`src/rtl/mvm_ctrl_pkg.sv`:
```
// ============================================================================
//  Package     : mvm_ctrl_pkg
//  Description : Shared types and helpers for the MVM UART frame controller.
//                Holds the FSM state type, the frame-width calculations and a
//                sign-extension helper.
//  Revision    : 1.0 - initial release
// ============================================================================
`default_nettype none

package mvm_ctrl_pkg;

  typedef enum logic [1:0] {
    RECV   = 2'd0,
    ISSUE  = 2'd1,
    WAIT_Y = 2'd2,
    SEND   = 2'd3
  } state_t;

  function automatic int k_bits(input int r, input int c, input int wk);
    return r * c * wk;
  endfunction

  function automatic int x_bits(input int c, input int wx);
    return c * wx;
  endfunction

  // Number of UART words needed to carry K followed by X (rounded up).
  function automatic int rx_words(input int kb, input int xb, input int bpw);
    return (kb + xb + bpw - 1) / bpw;
  endfunction

  // Sign-extends the low w bits of v to 32 bits (1 <= w <= 32).
  function automatic logic [31:0] sign_extend(input logic [31:0] v, input int w);
    logic [31:0] hi;
    logic        sgn;
    hi  = (w >= 32) ? 32'h0 : (32'hFFFF_FFFF << w);
    sgn = v[5'(w - 1)];
    return sgn ? (v | hi) : (v & ~hi);
  endfunction

endpackage

`default_nettype wire

```
`src/rtl/mvm_uart_frame_ctrl_if.sv`:
```
// ============================================================================
//  Interface   : mvm_uart_frame_ctrl_if
//  Description : Handshake bundle around the frame controller.
//                rx_*  : UART RX byte stream into the controller
//                mvm_* : K/X operands towards the MVM engine
//                y_*   : result from the MVM engine
//                tx_*  : UART TX byte stream out of the controller
//                master = controller side, slave = surrounding system.
//  Revision    : 1.0 - initial release
// ============================================================================
`default_nettype none

interface mvm_uart_frame_ctrl_if #(
  parameter int BITS_PER_WORD = 8,
  parameter int R             = 2,
  parameter int C             = 2,
  parameter int W_X           = 4,
  parameter int W_K           = 2,
  parameter int W_Y_OUT       = 8
);
  logic                     rx_valid;
  logic [BITS_PER_WORD-1:0] rx_data;
  logic                     rx_ready;

  logic [R*C*W_K-1:0]       mvm_k;
  logic [C*W_X-1:0]         mvm_x;
  logic                     mvm_valid;
  logic                     mvm_ready;

  logic                     y_valid;
  logic [R*W_Y_OUT-1:0]     y_data;
  logic                     y_ready;

  logic                     tx_valid;
  logic [BITS_PER_WORD-1:0] tx_data;
  logic                     tx_ready;

  modport master (
    input  rx_valid, rx_data, mvm_ready, y_valid, y_data, tx_ready,
    output rx_ready, mvm_k, mvm_x, mvm_valid, y_ready, tx_valid, tx_data
  );

  modport slave (
    output rx_valid, rx_data, mvm_ready, y_valid, y_data, tx_ready,
    input  rx_ready, mvm_k, mvm_x, mvm_valid, y_ready, tx_valid, tx_data
  );
endinterface

`default_nettype wire

```
`src/rtl/mvm_rx_assembler.sv`:
```
// ============================================================================
//  Module      : mvm_rx_assembler
//  Description : Collects UART bytes into a little-endian frame buffer and
//                drops partial frames after an inter-byte timeout.
//  Ports       : clk, rst            clock / async active-high reset
//                i_rx_valid/i_rx_data/i_rx_ready  RX handshake (ready from top)
//                i_recv              controller is in the receive state
//                i_clear             discard the held frame (frame finished)
//                o_frame_done        final byte of a frame transfers this cycle
//                o_frame_bits        buffer including the byte transferring now
//                o_timeout_pulse     registered 1-cycle pulse on frame drop
//                o_empty_next        byte count will be zero after this edge
//  Revision    : 1.0 - initial release
// ============================================================================
`default_nettype none

module mvm_rx_assembler
  import mvm_ctrl_pkg::*;
#(
  parameter int BITS_PER_WORD  = 8,
  parameter int K_BITS         = 8,
  parameter int X_BITS         = 8,
  parameter int TIMEOUT_CYCLES = 50000
) (
  input  wire logic                     clk,
  input  wire logic                     rst,
  input  wire logic                     i_rx_valid,
  input  wire logic [BITS_PER_WORD-1:0] i_rx_data,
  input  wire logic                     i_rx_ready,
  input  wire logic                     i_recv,
  input  wire logic                     i_clear,
  output logic                          o_frame_done,
  output logic [rx_words(K_BITS, X_BITS, BITS_PER_WORD)*BITS_PER_WORD-1:0] o_frame_bits,
  output logic                          o_timeout_pulse,
  output logic                          o_empty_next
);
  localparam int RX_WORDS = rx_words(K_BITS, X_BITS, BITS_PER_WORD);
  localparam int BUF_BITS = RX_WORDS * BITS_PER_WORD;
  localparam int CW       = $clog2(RX_WORDS + 1);
  localparam int TW       = $clog2(TIMEOUT_CYCLES);

  localparam logic [CW-1:0] c_last_byte = CW'(RX_WORDS - 1);
  // Expiry is flagged while the counter sits one below TIMEOUT_CYCLES-1, so
  // the drop lands on the edge where it would have reached TIMEOUT_CYCLES-1.
  localparam logic [TW-1:0] c_to_last   = TW'(TIMEOUT_CYCLES - 2);

  logic [BUF_BITS-1:0] r_buf, w_buf_next;
  logic [CW-1:0]       r_cnt, w_cnt_next;
  logic [TW-1:0]       r_tcnt, w_tcnt_next;
  logic                r_timeout;
  logic                w_fire, w_expire;

  assign w_fire   = i_rx_valid & i_rx_ready & i_recv;
  // A byte arriving on the expiry cycle takes priority over the drop.
  assign w_expire = i_recv & (r_cnt != '0) & ~w_fire & (r_tcnt == c_to_last);

  always_comb begin
    w_buf_next = r_buf;
    for (int n = 0; n < RX_WORDS; n++) begin
      if (w_fire && (r_cnt == CW'(n))) begin
        w_buf_next[n*BITS_PER_WORD +: BITS_PER_WORD] = i_rx_data;
      end
    end
  end

  always_comb begin
    w_cnt_next = r_cnt;
    if (i_clear)       w_cnt_next = '0;
    else if (w_fire)   w_cnt_next = r_cnt + CW'(1);
    else if (w_expire) w_cnt_next = '0;
  end

  always_comb begin
    w_tcnt_next = r_tcnt + TW'(1);
    if (w_fire || !i_recv || (r_cnt == '0) || w_expire) w_tcnt_next = '0;
  end

  always_ff @(posedge clk or posedge rst) begin
    if (rst) begin
      r_buf     <= '0;
      r_cnt     <= '0;
      r_tcnt    <= '0;
      r_timeout <= 1'b0;
    end else begin
      r_buf     <= w_buf_next;
      r_cnt     <= w_cnt_next;
      r_tcnt    <= w_tcnt_next;
      r_timeout <= w_expire;
    end
  end

  assign o_frame_done    = w_fire & (r_cnt == c_last_byte);
  assign o_frame_bits    = w_buf_next;
  assign o_timeout_pulse = r_timeout;
  assign o_empty_next    = (w_cnt_next == '0);

endmodule

`default_nettype wire

```
`src/rtl/mvm_uart_frame_ctrl.sv`:
```
// ============================================================================
//  Module      : mvm_uart_frame_ctrl
//  Description : Frame sequencer between UART byte streams and the MVM engine.
//                Receives one K/X frame, issues it, waits for Y and sends the
//                Y elements (row 0 first, sign-extended) on the UART TX.
//  Ports       : clk, rst     clock / async active-high reset
//                bus          mvm_uart_frame_ctrl_if.master (RX, MVM, Y, TX)
//                busy         high unless idle in RECV with no bytes held
//                err_timeout  1-cycle pulse when a partial frame is dropped
//                frame_count  completed frames, wraps 255 -> 0
//  Revision    : 1.0 - initial release
// ============================================================================
`default_nettype none

module mvm_uart_frame_ctrl
  import mvm_ctrl_pkg::*;
#(
  parameter int BITS_PER_WORD  = 8,
  parameter int R              = 2,
  parameter int C              = 2,
  parameter int W_X            = 4,
  parameter int W_K            = 2,
  parameter int W_Y_OUT        = 8,
  parameter int TIMEOUT_CYCLES = 50000
) (
  input  wire logic              clk,
  input  wire logic              rst,
  mvm_uart_frame_ctrl_if.master  bus,
  output logic                   busy,
  output logic                   err_timeout,
  output logic [7:0]             frame_count
);
  localparam int K_BITS   = k_bits(R, C, W_K);
  localparam int X_BITS   = x_bits(C, W_X);
  localparam int RX_WORDS = rx_words(K_BITS, X_BITS, BITS_PER_WORD);
  localparam int BUF_BITS = RX_WORDS * BITS_PER_WORD;
  localparam int IW       = (R > 1) ? $clog2(R) : 1;

  localparam logic [IW-1:0] c_last_idx = IW'(R - 1);

  state_t                   r_state, w_state_next;
  logic                     r_rx_ready, r_mvm_valid, r_y_ready, r_tx_valid, r_busy;
  logic [K_BITS-1:0]        r_k;
  logic [X_BITS-1:0]        r_x;
  logic [R*W_Y_OUT-1:0]     r_y;
  logic [BITS_PER_WORD-1:0] r_tx_data;
  logic [IW-1:0]            r_idx;
  logic [7:0]               r_frame_count;

  logic                     w_frame_done, w_timeout, w_empty_next;
  logic [BUF_BITS-1:0]      w_frame_bits;
  logic                     w_mvm_fire, w_y_fire, w_tx_fire, w_tx_last;
  logic [IW-1:0]            w_idx_next;
  logic [BITS_PER_WORD-1:0] w_y_ext [R];
  logic [BITS_PER_WORD-1:0] w_y_in0;

  mvm_rx_assembler #(
    .BITS_PER_WORD  (BITS_PER_WORD),
    .K_BITS         (K_BITS),
    .X_BITS         (X_BITS),
    .TIMEOUT_CYCLES (TIMEOUT_CYCLES)
  ) u_rx (
    .clk             (clk),
    .rst             (rst),
    .i_rx_valid      (bus.rx_valid),
    .i_rx_data       (bus.rx_data),
    .i_rx_ready      (r_rx_ready),
    .i_recv          (r_state == RECV),
    .i_clear         (w_tx_last),
    .o_frame_done    (w_frame_done),
    .o_frame_bits    (w_frame_bits),
    .o_timeout_pulse (w_timeout),
    .o_empty_next    (w_empty_next)
  );

  assign w_mvm_fire = r_mvm_valid & bus.mvm_ready;
  assign w_y_fire   = bus.y_valid & r_y_ready;
  assign w_tx_fire  = r_tx_valid & bus.tx_ready;
  assign w_tx_last  = w_tx_fire & (r_idx == c_last_idx);
  assign w_idx_next = r_idx + IW'(1);

  // Sign-extended view of every held Y element, plus element 0 of the
  // incoming result so the first TX byte is ready the cycle SEND starts.
  for (genvar gi = 0; gi < R; gi++) begin : g_yext
    assign w_y_ext[gi] = BITS_PER_WORD'(sign_extend(32'(r_y[gi*W_Y_OUT +: W_Y_OUT]), W_Y_OUT));
  end
  assign w_y_in0 = BITS_PER_WORD'(sign_extend(32'(bus.y_data[W_Y_OUT-1:0]), W_Y_OUT));

  always_comb begin
    w_state_next = r_state;
    case (r_state)
      RECV:    if (w_frame_done) w_state_next = ISSUE;
      ISSUE:   if (w_mvm_fire)   w_state_next = WAIT_Y;
      WAIT_Y:  if (w_y_fire)     w_state_next = SEND;
      SEND:    if (w_tx_last)    w_state_next = RECV;
      default:                   w_state_next = RECV;
    endcase
  end

  always_ff @(posedge clk or posedge rst) begin
    if (rst) r_state <= RECV;
    else     r_state <= w_state_next;
  end

  // Handshake outputs are registered from the next state so they line up
  // with the state register without any input-to-output path.
  always_ff @(posedge clk or posedge rst) begin
    if (rst) begin
      r_rx_ready    <= 1'b0;
      r_mvm_valid   <= 1'b0;
      r_y_ready     <= 1'b0;
      r_tx_valid    <= 1'b0;
      r_busy        <= 1'b0;
      r_k           <= '0;
      r_x           <= '0;
      r_y           <= '0;
      r_tx_data     <= '0;
      r_idx         <= '0;
      r_frame_count <= '0;
    end else begin
      r_rx_ready  <= (w_state_next == RECV);
      r_mvm_valid <= (w_state_next == ISSUE);
      r_y_ready   <= (w_state_next == WAIT_Y);
      r_tx_valid  <= (w_state_next == SEND);
      r_busy      <= !((w_state_next == RECV) && w_empty_next);
      if (w_frame_done) begin
        r_k <= w_frame_bits[K_BITS-1:0];
        r_x <= w_frame_bits[K_BITS +: X_BITS];
      end
      if (w_y_fire) begin
        r_y       <= bus.y_data;
        r_tx_data <= w_y_in0;
        r_idx     <= '0;
      end else if (w_tx_fire) begin
        if (w_tx_last) begin
          r_idx         <= '0;
          r_frame_count <= r_frame_count + 8'd1;
        end else begin
          r_idx     <= w_idx_next;
          r_tx_data <= w_y_ext[w_idx_next];
        end
      end
    end
  end

  assign bus.rx_ready  = r_rx_ready;
  assign bus.mvm_valid = r_mvm_valid;
  assign bus.mvm_k     = r_k;
  assign bus.mvm_x     = r_x;
  assign bus.y_ready   = r_y_ready;
  assign bus.tx_valid  = r_tx_valid;
  assign bus.tx_data   = r_tx_data;
  assign busy          = r_busy;
  assign err_timeout   = w_timeout;
  assign frame_count   = r_frame_count;

endmodule

`default_nettype wire

```
`src/flat_wrapper.sv`:
```
// flat-port wrapper written by rule: the top's interface ports become plain ports
module mvm_uart_frame_ctrl_flat import mvm_ctrl_pkg::*;
#(
  parameter int BITS_PER_WORD  = 8,
  parameter int R              = 2,
  parameter int C              = 2,
  parameter int W_X            = 4,
  parameter int W_K            = 2,
  parameter int W_Y_OUT        = 8,
  parameter int TIMEOUT_CYCLES = 50000
)
  (clk, rst, busy, err_timeout, frame_count, bus_rx_valid, bus_rx_data, bus_mvm_ready, bus_y_valid, bus_y_data, bus_tx_ready, bus_rx_ready, bus_mvm_k, bus_mvm_x, bus_mvm_valid, bus_y_ready, bus_tx_valid, bus_tx_data);
  mvm_uart_frame_ctrl_if #(.BITS_PER_WORD(BITS_PER_WORD), .R(R), .C(C), .W_X(W_X), .W_K(W_K), .W_Y_OUT(W_Y_OUT)) bus_i ();
  input  wire logic clk;
  input  wire logic rst;
  output logic busy;
  output logic err_timeout;
  output logic [7:0] frame_count;
  input wire logic [$bits(bus_i.rx_valid)-1:0] bus_rx_valid;
  input wire logic [$bits(bus_i.rx_data)-1:0] bus_rx_data;
  input wire logic [$bits(bus_i.mvm_ready)-1:0] bus_mvm_ready;
  input wire logic [$bits(bus_i.y_valid)-1:0] bus_y_valid;
  input wire logic [$bits(bus_i.y_data)-1:0] bus_y_data;
  input wire logic [$bits(bus_i.tx_ready)-1:0] bus_tx_ready;
  output wire logic [$bits(bus_i.rx_ready)-1:0] bus_rx_ready;
  output wire logic [$bits(bus_i.mvm_k)-1:0] bus_mvm_k;
  output wire logic [$bits(bus_i.mvm_x)-1:0] bus_mvm_x;
  output wire logic [$bits(bus_i.mvm_valid)-1:0] bus_mvm_valid;
  output wire logic [$bits(bus_i.y_ready)-1:0] bus_y_ready;
  output wire logic [$bits(bus_i.tx_valid)-1:0] bus_tx_valid;
  output wire logic [$bits(bus_i.tx_data)-1:0] bus_tx_data;
  assign bus_i.rx_valid = bus_rx_valid;
  assign bus_i.rx_data = bus_rx_data;
  assign bus_i.mvm_ready = bus_mvm_ready;
  assign bus_i.y_valid = bus_y_valid;
  assign bus_i.y_data = bus_y_data;
  assign bus_i.tx_ready = bus_tx_ready;
  assign bus_rx_ready = bus_i.rx_ready;
  assign bus_mvm_k = bus_i.mvm_k;
  assign bus_mvm_x = bus_i.mvm_x;
  assign bus_mvm_valid = bus_i.mvm_valid;
  assign bus_y_ready = bus_i.y_ready;
  assign bus_tx_valid = bus_i.tx_valid;
  assign bus_tx_data = bus_i.tx_data;
  mvm_uart_frame_ctrl #(.BITS_PER_WORD(BITS_PER_WORD), .R(R), .C(C), .W_X(W_X), .W_K(W_K), .W_Y_OUT(W_Y_OUT), .TIMEOUT_CYCLES(TIMEOUT_CYCLES)) u_core (.clk(clk), .rst(rst), .bus(bus_i), .busy(busy), .err_timeout(err_timeout), .frame_count(frame_count));
endmodule
```
`config.mk`:
```
export PLATFORM = sky130hd
export DESIGN_NAME = mvm_uart_frame_ctrl_flat
export DESIGN_NICKNAME = d
export VERILOG_FILES = /design/src/rtl/mvm_ctrl_pkg.sv /design/src/rtl/mvm_uart_frame_ctrl_if.sv /design/src/rtl/mvm_rx_assembler.sv /design/src/rtl/mvm_uart_frame_ctrl.sv /design/src/flat_wrapper.sv
export SDC_FILE = /design/constraint.sdc
export NUM_CORES = 1
export LEC_CHECK = 0
export BUFFER_PORTS_ARGS = -buffer_cell sky130_fd_sc_hd__clkbuf_2
export CAP_MARGIN = 5
export CORE_ASPECT_RATIO = 0.6
export CORE_MARGIN = 1
export CORE_UTILIZATION = 45
export CTS_BUF_LIST = sky130_fd_sc_hd__clkbuf_4 sky130_fd_sc_hd__clkbuf_8
export DETAILED_ROUTE_END_ITERATION = 8
export PLACE_DENSITY = 0.68
export SKIP_CTS_REPAIR_TIMING = 1
export SKIP_LAST_GASP = 1
export SYNTH_ARGS = -nofsm -noshare
export SYNTH_HDL_FRONTEND = slang
export SYNTH_SLANG_ARGS = --single-unit
```
`constraint.sdc`:
```
create_clock -name clk -period 6.3 [get_ports clk]
set_clock_uncertainty 0.2 [all_clocks]
set_input_delay 1.26 -clock clk [delete_from_list [all_inputs] [get_ports clk]]
set_output_delay 1.26 -clock clk [all_outputs]
set_load 0.005 [all_outputs]
```
==> results of run 1 <==
==> state kept, by name, summed over array words and instances (netlist names), 2 cells and up <==
signal              cells
u_core.bus.mvm_x        8
u_core.frame_count      8
u_core.u_rx.r_buf       8
u_core.u_rx.r_cnt       2
u_core.u_rx.r_tcnt     16
u_core.r_y              8
u_core.bus.tx_data      8
u_core.r_state          2
u_core.bus.mvm_k        8
==> area by class of cell <==
cell class              count  area [µm²]
well taps                  87         109
multi-input cells         209        1270
flip-flops and latches     75        1880
repair buffers             69         350
fillers                   621        2960
inverters                   6        22.5
clock buffers              10         138
clock inverters             6        63.8
==> cells by family (layout without fill, tap and decap cells) <==
family / Yosys count / in the layout
compound gates: 20 / 20
mux: 25 / 25
flops: 75 / 75
fa+ha+maj: 5 / 5
xor+xnor: 20 / 20
buf+inv: 16 / 91
simple gates: 139 / 139
==> per-stage QoR <==
stage | util | hold slack [ns]
6_report | 0.564 | 0.275
5_1_grt | 0.564 | 0.299
4_1_cts | 0.564 | 0.281
3_5_place_dp | 0.534 | 0.262
3_3_place_gp | 0.534 | 0.257
2_1_floorplan | - | 0.244
==> power groups by stage <==
| stage | clock network (mW) | logic, mW | registers (mW) |
|---|---|---|---|
| finish | 0.374 | 0.412 | 0.743 |
| global route | 0.408 | 0.471 | 0.765 |
| CTS | 0.383 | 0.421 | 0.745 |
| detailed placement | 0 | 0.420 | 0.753 |
| global placement | 0 | 0.405 | 0.747 |
| floorplan | 0 | 0.261 | 0.740 |
==> layer usage <==
| metal | vias to the layer above | routed length, µm |
|---|---|---|
| met5 | - | 0 |
| met4 | 0 | 68 |
| met3 | 9 | 329 |
| met2 | 52 | 2490 |
| met1 | 1079 | 3220 |
| li1 | 1152 | - |
==> critical path, stage by stage <==
cell	delay, ns
clkbuf_2	0.09
nor4bb_1	0.70
nand2_1	0.44
mux2_2	0.39
mux2_2	0.26
==> Yosys cell counts (3+ instances only) <==
cell type,instances
dfrtp_1,75
nand2_1,73
nor2_1,20
mux2_2,17
xnor2_1,16
o21ai_0,15
nand3_1,14
mux2i_1,8
clkbuf_1,7
nor3_1,7
inv_1,6
nand4_1,6
ha_1,5
and3_1,4
xor2_1,4
nor4_1,3
==> how the worst min path moves through the flow <==
| stage | start | end | slack [ns] | cells after the start |
|---|---|---|---|---|
| 2_1_floorplan | u_core.r_y[8] | u_core.r_y[8] | 0.24 | 2 |
| 3_3_place_gp | u_core.bus.mvm_x[2] | u_core.bus.mvm_x[2] | 0.26 | 2 |
| 3_5_place_dp | u_core.bus.mvm_x[5] | u_core.bus.mvm_x[5] | 0.26 | 2 |
| 4_1_cts | u_core.bus.mvm_x[5] | u_core.bus.mvm_x[5] | 0.28 | 2 |
| 5_1_grt | u_core.bus.mvm_x[4] | u_core.bus.mvm_x[4] | 0.30 | 2 |
| 6_report | u_core.bus.mvm_x[5] | u_core.bus.mvm_x[5] | 0.28 | 2 |
==> out/results.ini, run 1 <==
[outcome]
status=finished with violations
failed_checks=design-rule violations

[logic_synthesis]
async_flop_share=1.00
synth_area_leaders=dfrtp_1, nand2_1, mux2_2, xnor2_1, mux2i_1
synth.area.mux_share=0.0846
synth-seq-cells=75
syn_inst=300
synth_compound_area_frac=0.0347
ys_warn_count=0
ys.flop_type=dfrtp_1
ys_seq_area_frac=0.585
synth-edff-count=0
synth.avg_cell_area_um2=10.7
synth_fa_ha_area_frac=0.0195
synth_xor_area_frac=0.0546
syn_area_mm2=0.00321
synth_nets=335
synth_top_cell_area_share=0.585
yosysUniqueCellTypes=34
yosysTopAreaCell=dfrtp_1
synth-simple-area-share=0.202
synth_top_family_by_area=simple AND/OR/NAND/NOR gates

[clock_tree]
htreeDepth=3
cts_max_path_buffers=2
clkLatencyLatePin_ns=0.36
cts_sinks=75
cts.clk_slew.worst_paths_ns=0.08
cts-root-buf=clkbuf_8
cts_buffers=9
tritoncts=built

[layout]
drive_above_1_share=0.285
fin_cells=462
final_area_mm2=0.00383
n_antenna_cell=0
syn2layout_area_growth_pct=19.3
fin_nets=405
layout_commonest_cell=dfrtp_1
layout_common_cells=dfrtp_1, nand2_1, clkbuf_2

[place]
dp_hpwl_mm=4.30
post-place-cells=446
post-place-ws_ns=2.87
gp_congestion=0.751
port_buffers=67
placed_area_mm2=0.00363

[drt]
drt-vias-per-instance=4.96
dr.pass1.iters=8
wl_per_cell_um=13.2
routed_wl_mm=6.11
vias=2292
antenna_left=0
post-route-drc-count=16
drtIter0Drc=154

[sta]
worstMarginPinSlew_ns=0.908
rsz0062_at_grt=false
finalSetupViolations=0
min_period_over_period=0.495
slew_violations=0
setup_tns_ns=0
max_freq_ghz=0.321
finalWorstSetupSlack_ns=3.18
slew_headroom=0.394
period_needed_ns=3.12
finalHoldViolations=0

[pwr]
swShare=0.323
power_frac_clock=0.245
power_frac_comb=0.269
power_leakage_nw=1.91
sequentialPowerShare=0.486
p_int_mw=1.04
peakVddDrop_mv=0.154
finalPower_mw=1.53
p_sw_uw=494
cellPowerDensity_mw_per_mm2=400

[global_routing]
met2_usage=0.267
busiest_layer=met2
grt_pass1_vias=2233
grtUsageTotal=0.187
grt_util_met1=0.261
met3_usage=0.0727
overflow=0
grt_max_degree=76
grt_antenna_before_repair=0
grt_pass1_wl_mm=10.6

[floorplan]
die-area_mm2=0.00748
num_io_pins=68
rows=23
coreArea_mm2=0.00679
die_x_um=111
start_util=0.473
fp.dieH_um=67.4

[run]
maxCapViolCount=0

[worst_setup_path]
rr_startpoint=u_core.r_state[1]
reg2reg_to=u_core.bus.mvm_k[0]
crit_path_end_kind=flop
crit_start=bus_rx_valid
crit_path_end=u_core.bus.mvm_k[0]
critPathLaunchType=input port
r2r_slack_ns=3.62
arrival_ns=3.16
required_ns=6.34
rr_worst_depth=4
worstPathMaxFanout=8
path_class=in -> reg

[worst_hold_path]
hp-class=reg -> reg

(Power assumes the default switching activity.)
==> inputs of run 2 (changes only) <==
--- a/config.mk
+++ b/config.mk
@@ -12,7 +12,7 @@
 export CORE_UTILIZATION = 45
 export CTS_BUF_LIST = sky130_fd_sc_hd__clkbuf_4 sky130_fd_sc_hd__clkbuf_8
 export DETAILED_ROUTE_END_ITERATION = 8
-export PLACE_DENSITY = 0.68
+export PLACE_DENSITY = 0.7
 export SKIP_CTS_REPAIR_TIMING = 1
 export SKIP_LAST_GASP = 1
 export SYNTH_ARGS = -nofsm -noshare
==> constraint.sdc (replaced) <==
create_clock -name clk -period 2.8 [get_ports clk]
set_clock_uncertainty 0.2 [all_clocks]
set_input_delay 0.56 -clock clk [delete_from_list [all_inputs] [get_ports clk]]
set_output_delay 0.56 -clock clk [all_outputs]
set_load 0.005 [all_outputs]
==> run 2 against run 1 <==
  * The run still ends with design-rule violations left
  * Register-to-register slack got worse by 3.1 ns
  * Sequential share of layout area is 1.1 points lower
  * Worst setup slack got worse by 2.6 ns
  * Non-clock buffer count is 4 higher
  * Worst hold slack worse by 0.23 ns
  * Sequential power grew 120%
  * First-iteration DRC count shrank 5.8%
  * Critical path depth down 1
  * Power up 140%
  * Largest power group unchanged
  * Highest routed layer unchanged
==> out/results.ini, run 2 (synthesized netlist as in run 1, its figures left out) <==
[worst_setup_path]
r2r_slack_ns=0.54  ; was 3.62 ns
crit_path_end_kind=flop  ; unchanged
critPathLaunchType=flop  ; was input port
critPathSlowestCell=or4_4  ; was nor4bb_1
arrival_ns=2.27  ; was 3.16 ns
crit_chain=or4_1 -> or4_4 -> nor4b_4 -> o21ai_0  ; was clkbuf_2 -> nor4bb_1 -> nand2_1 -> mux2_2 -> mux2_2
reg2reg_to=u_core.u_rx.r_cnt[1]  ; was u_core.bus.mvm_k[0]
rr_startpoint=u_core.u_rx.r_tcnt[10]  ; was u_core.r_state[1]
required_ns=2.81  ; was 6.34 ns
crit_start=u_core.u_rx.r_tcnt[10]  ; was bus_rx_valid
rr_worst_depth=4  ; unchanged
crit_path_end=u_core.u_rx.r_cnt[1]  ; was u_core.bus.mvm_k[0]
slowest_delay_ns=0.56  ; was 0.70 ns
worstPathMaxFanout=5  ; was 8
path_class=reg -> reg  ; was in -> reg

[global_routing]
grt_pass1_wl_mm=10.6  ; about the same
overflow=0  ; unchanged
grt_antenna_before_repair=0  ; unchanged
grt_max_degree=52  ; was 76
grt_pass1_vias=2231  ; was 2233
grtUsageTotal=0.186  ; was 0.187

[sta]
setup_tns_ns=0  ; unchanged
slew_violations=0  ; unchanged
finalWorstSetupSlack_ns=0.540  ; was 3.18 ns
period_needed_ns=2.26
slew_headroom=0.572  ; was 0.394
max_freq_ghz=0.442
worstMarginPinSlew_ns=0.636  ; was 0.908 ns
finalHoldViolations=0  ; unchanged
rsz0062_at_grt=false  ; unchanged
min_period_over_period=0.807
finalSetupViolations=0  ; unchanged

[floorplan]
coreArea_mm2=0.00679  ; unchanged
num_io_pins=68  ; unchanged
start_util=0.473  ; unchanged
fp.dieH_um=67.4  ; unchanged
die-area_mm2=0.00748  ; unchanged
rows=23  ; unchanged
die_x_um=111  ; unchanged

[drt]
wl_per_cell_um=13.3  ; was 13.2 µm
routed_wl_mm=6.18  ; was 6.11 mm
vias=2286  ; was 2292
drt-vias-per-instance=4.92  ; was 4.96
drtIter0Drc=145  ; was 154
post-route-drc-count=10  ; was 16
dr.pass1.iters=6  ; was 8
antenna_left=0  ; unchanged

[layout]
syn2layout_area_growth_pct=22.1  ; was 19.3%
fin_cells=465  ; was 462
layout_commonest_cell=dfrtp_1  ; unchanged
largest_register_ff_count=16  ; unchanged
n_antenna_cell=0  ; unchanged
drive_above_1_share=0.291  ; was 0.285
layout_common_cells=dfrtp_1, nand2_1, clkbuf_2  ; unchanged
largest-register=u_core.u_rx.r_tcnt  ; unchanged
final.fill_count=593  ; was 621
fin_nets=409  ; was 405

[pwr]
power_frac_comb=0.264  ; was 0.269
sequentialPowerShare=0.457  ; was 0.486
peakVddDrop_mv=0.342  ; was 0.154 mV
power_frac_clock=0.279  ; was 0.245
swShare=0.299  ; was 0.323
p_int_mw=2.56  ; was 1.04 mW
cellPowerDensity_mw_per_mm2=932  ; was 400 mW/mm²
power_leakage_nw=1.95  ; was 1.91 nW
p_sw_mw=1.09  ; was 494 µW

[worst_hold_path]
hp-class=in -> async  ; was reg -> reg

[clock_tree]
cts.clk_slew.worst_paths_ns=0.07  ; was 0.08 ns
cts_buffers=9  ; unchanged
clkLatencyLatePin_ns=0.34  ; was 0.36 ns
tritoncts=built  ; unchanged
cts-root-buf=clkbuf_8  ; unchanged
htreeDepth=3  ; unchanged
cts_max_path_buffers=2  ; unchanged
cts_sinks=75  ; unchanged

[run]
maxCapViolCount=0  ; unchanged

[place]
post-place-ws_ns=0.521  ; was 2.87 ns
post-place-cells=450  ; was 446
gp_congestion=0.798  ; was 0.751
port_buffers=67  ; unchanged
dp_hpwl_mm=4.33  ; was 4.30 mm

[outcome]
status=finished with violations  ; unchanged
failed_checks=design-rule violations  ; unchanged

## run 2: per-layer routing
metal  GRT usage  up-vias  wire, µm
met5           0        -         0
met4      0.0676        0        38
met3      0.0727        4       363
met2       0.267       57      2590
met1       0.258     1064      3190
li1            -     1161         -
## run 2: cell type report
type,instances,area (µm²),area share
clock inverter,4,97.6,0.0249
tap,87,109,0.0278
multi-input combinational,209,1270,0.324
inverter,6,22.5,0.00575
sequential,75,1880,0.479
timing repair buffer,73,393,0.100
clock buffer,11,151,0.0386
## run 2: worst max-delay path: cells and delay by family, from the launching register on
kind | cells | cell delay (ns)
and+or+nand+nor | 3 | 1.36
AOI/OAI and AO/OA | 1 | 0.15
DFF | 1 | 0.43
## run 2: worst min-delay path by stage
stage	from	end	slack (ns)	cells after the start
2_1_floorplan	u_core.r_y[8]	u_core.r_y[8]	0.24	2
3_3_place_gp	u_core.bus.mvm_x[6]	u_core.bus.mvm_x[6]	0.26	2
3_5_place_dp	u_core.bus.mvm_x[4]	u_core.bus.mvm_x[4]	0.26	2
4_1_cts	rst	u_core.frame_count[2]	0.04	2
5_1_grt	rst	u_core.frame_count[2]	0.07	2
6_report	rst	u_core.frame_count[6]	0.04	2
## run 2: power by group through the flow
stage	Clock [mW]	Combinational (mW)	Sequential (mW)
floorplan	0	0.588	1.66
finish	1.02	0.963	1.67
global route	1.09	1.11	1.72
global placement	0	0.952	1.68
CTS	1.05	0.982	1.67
detailed placement	0	0.978	1.69
## run 2: through the flow
step	total power, mW	instance area (µm²)	hold slack (ns)	util
3_5_place_dp	2.67	3670	0.262	0.540
4_1_cts	3.70	3920	0.0395	0.577
2_1_floorplan	2.25	3210	0.244	-
5_1_grt	3.92	3920	0.0677	0.577
6_report	3.65	3920	0.0414	0.577
3_3_place_gp	2.63	3670	0.257	0.540
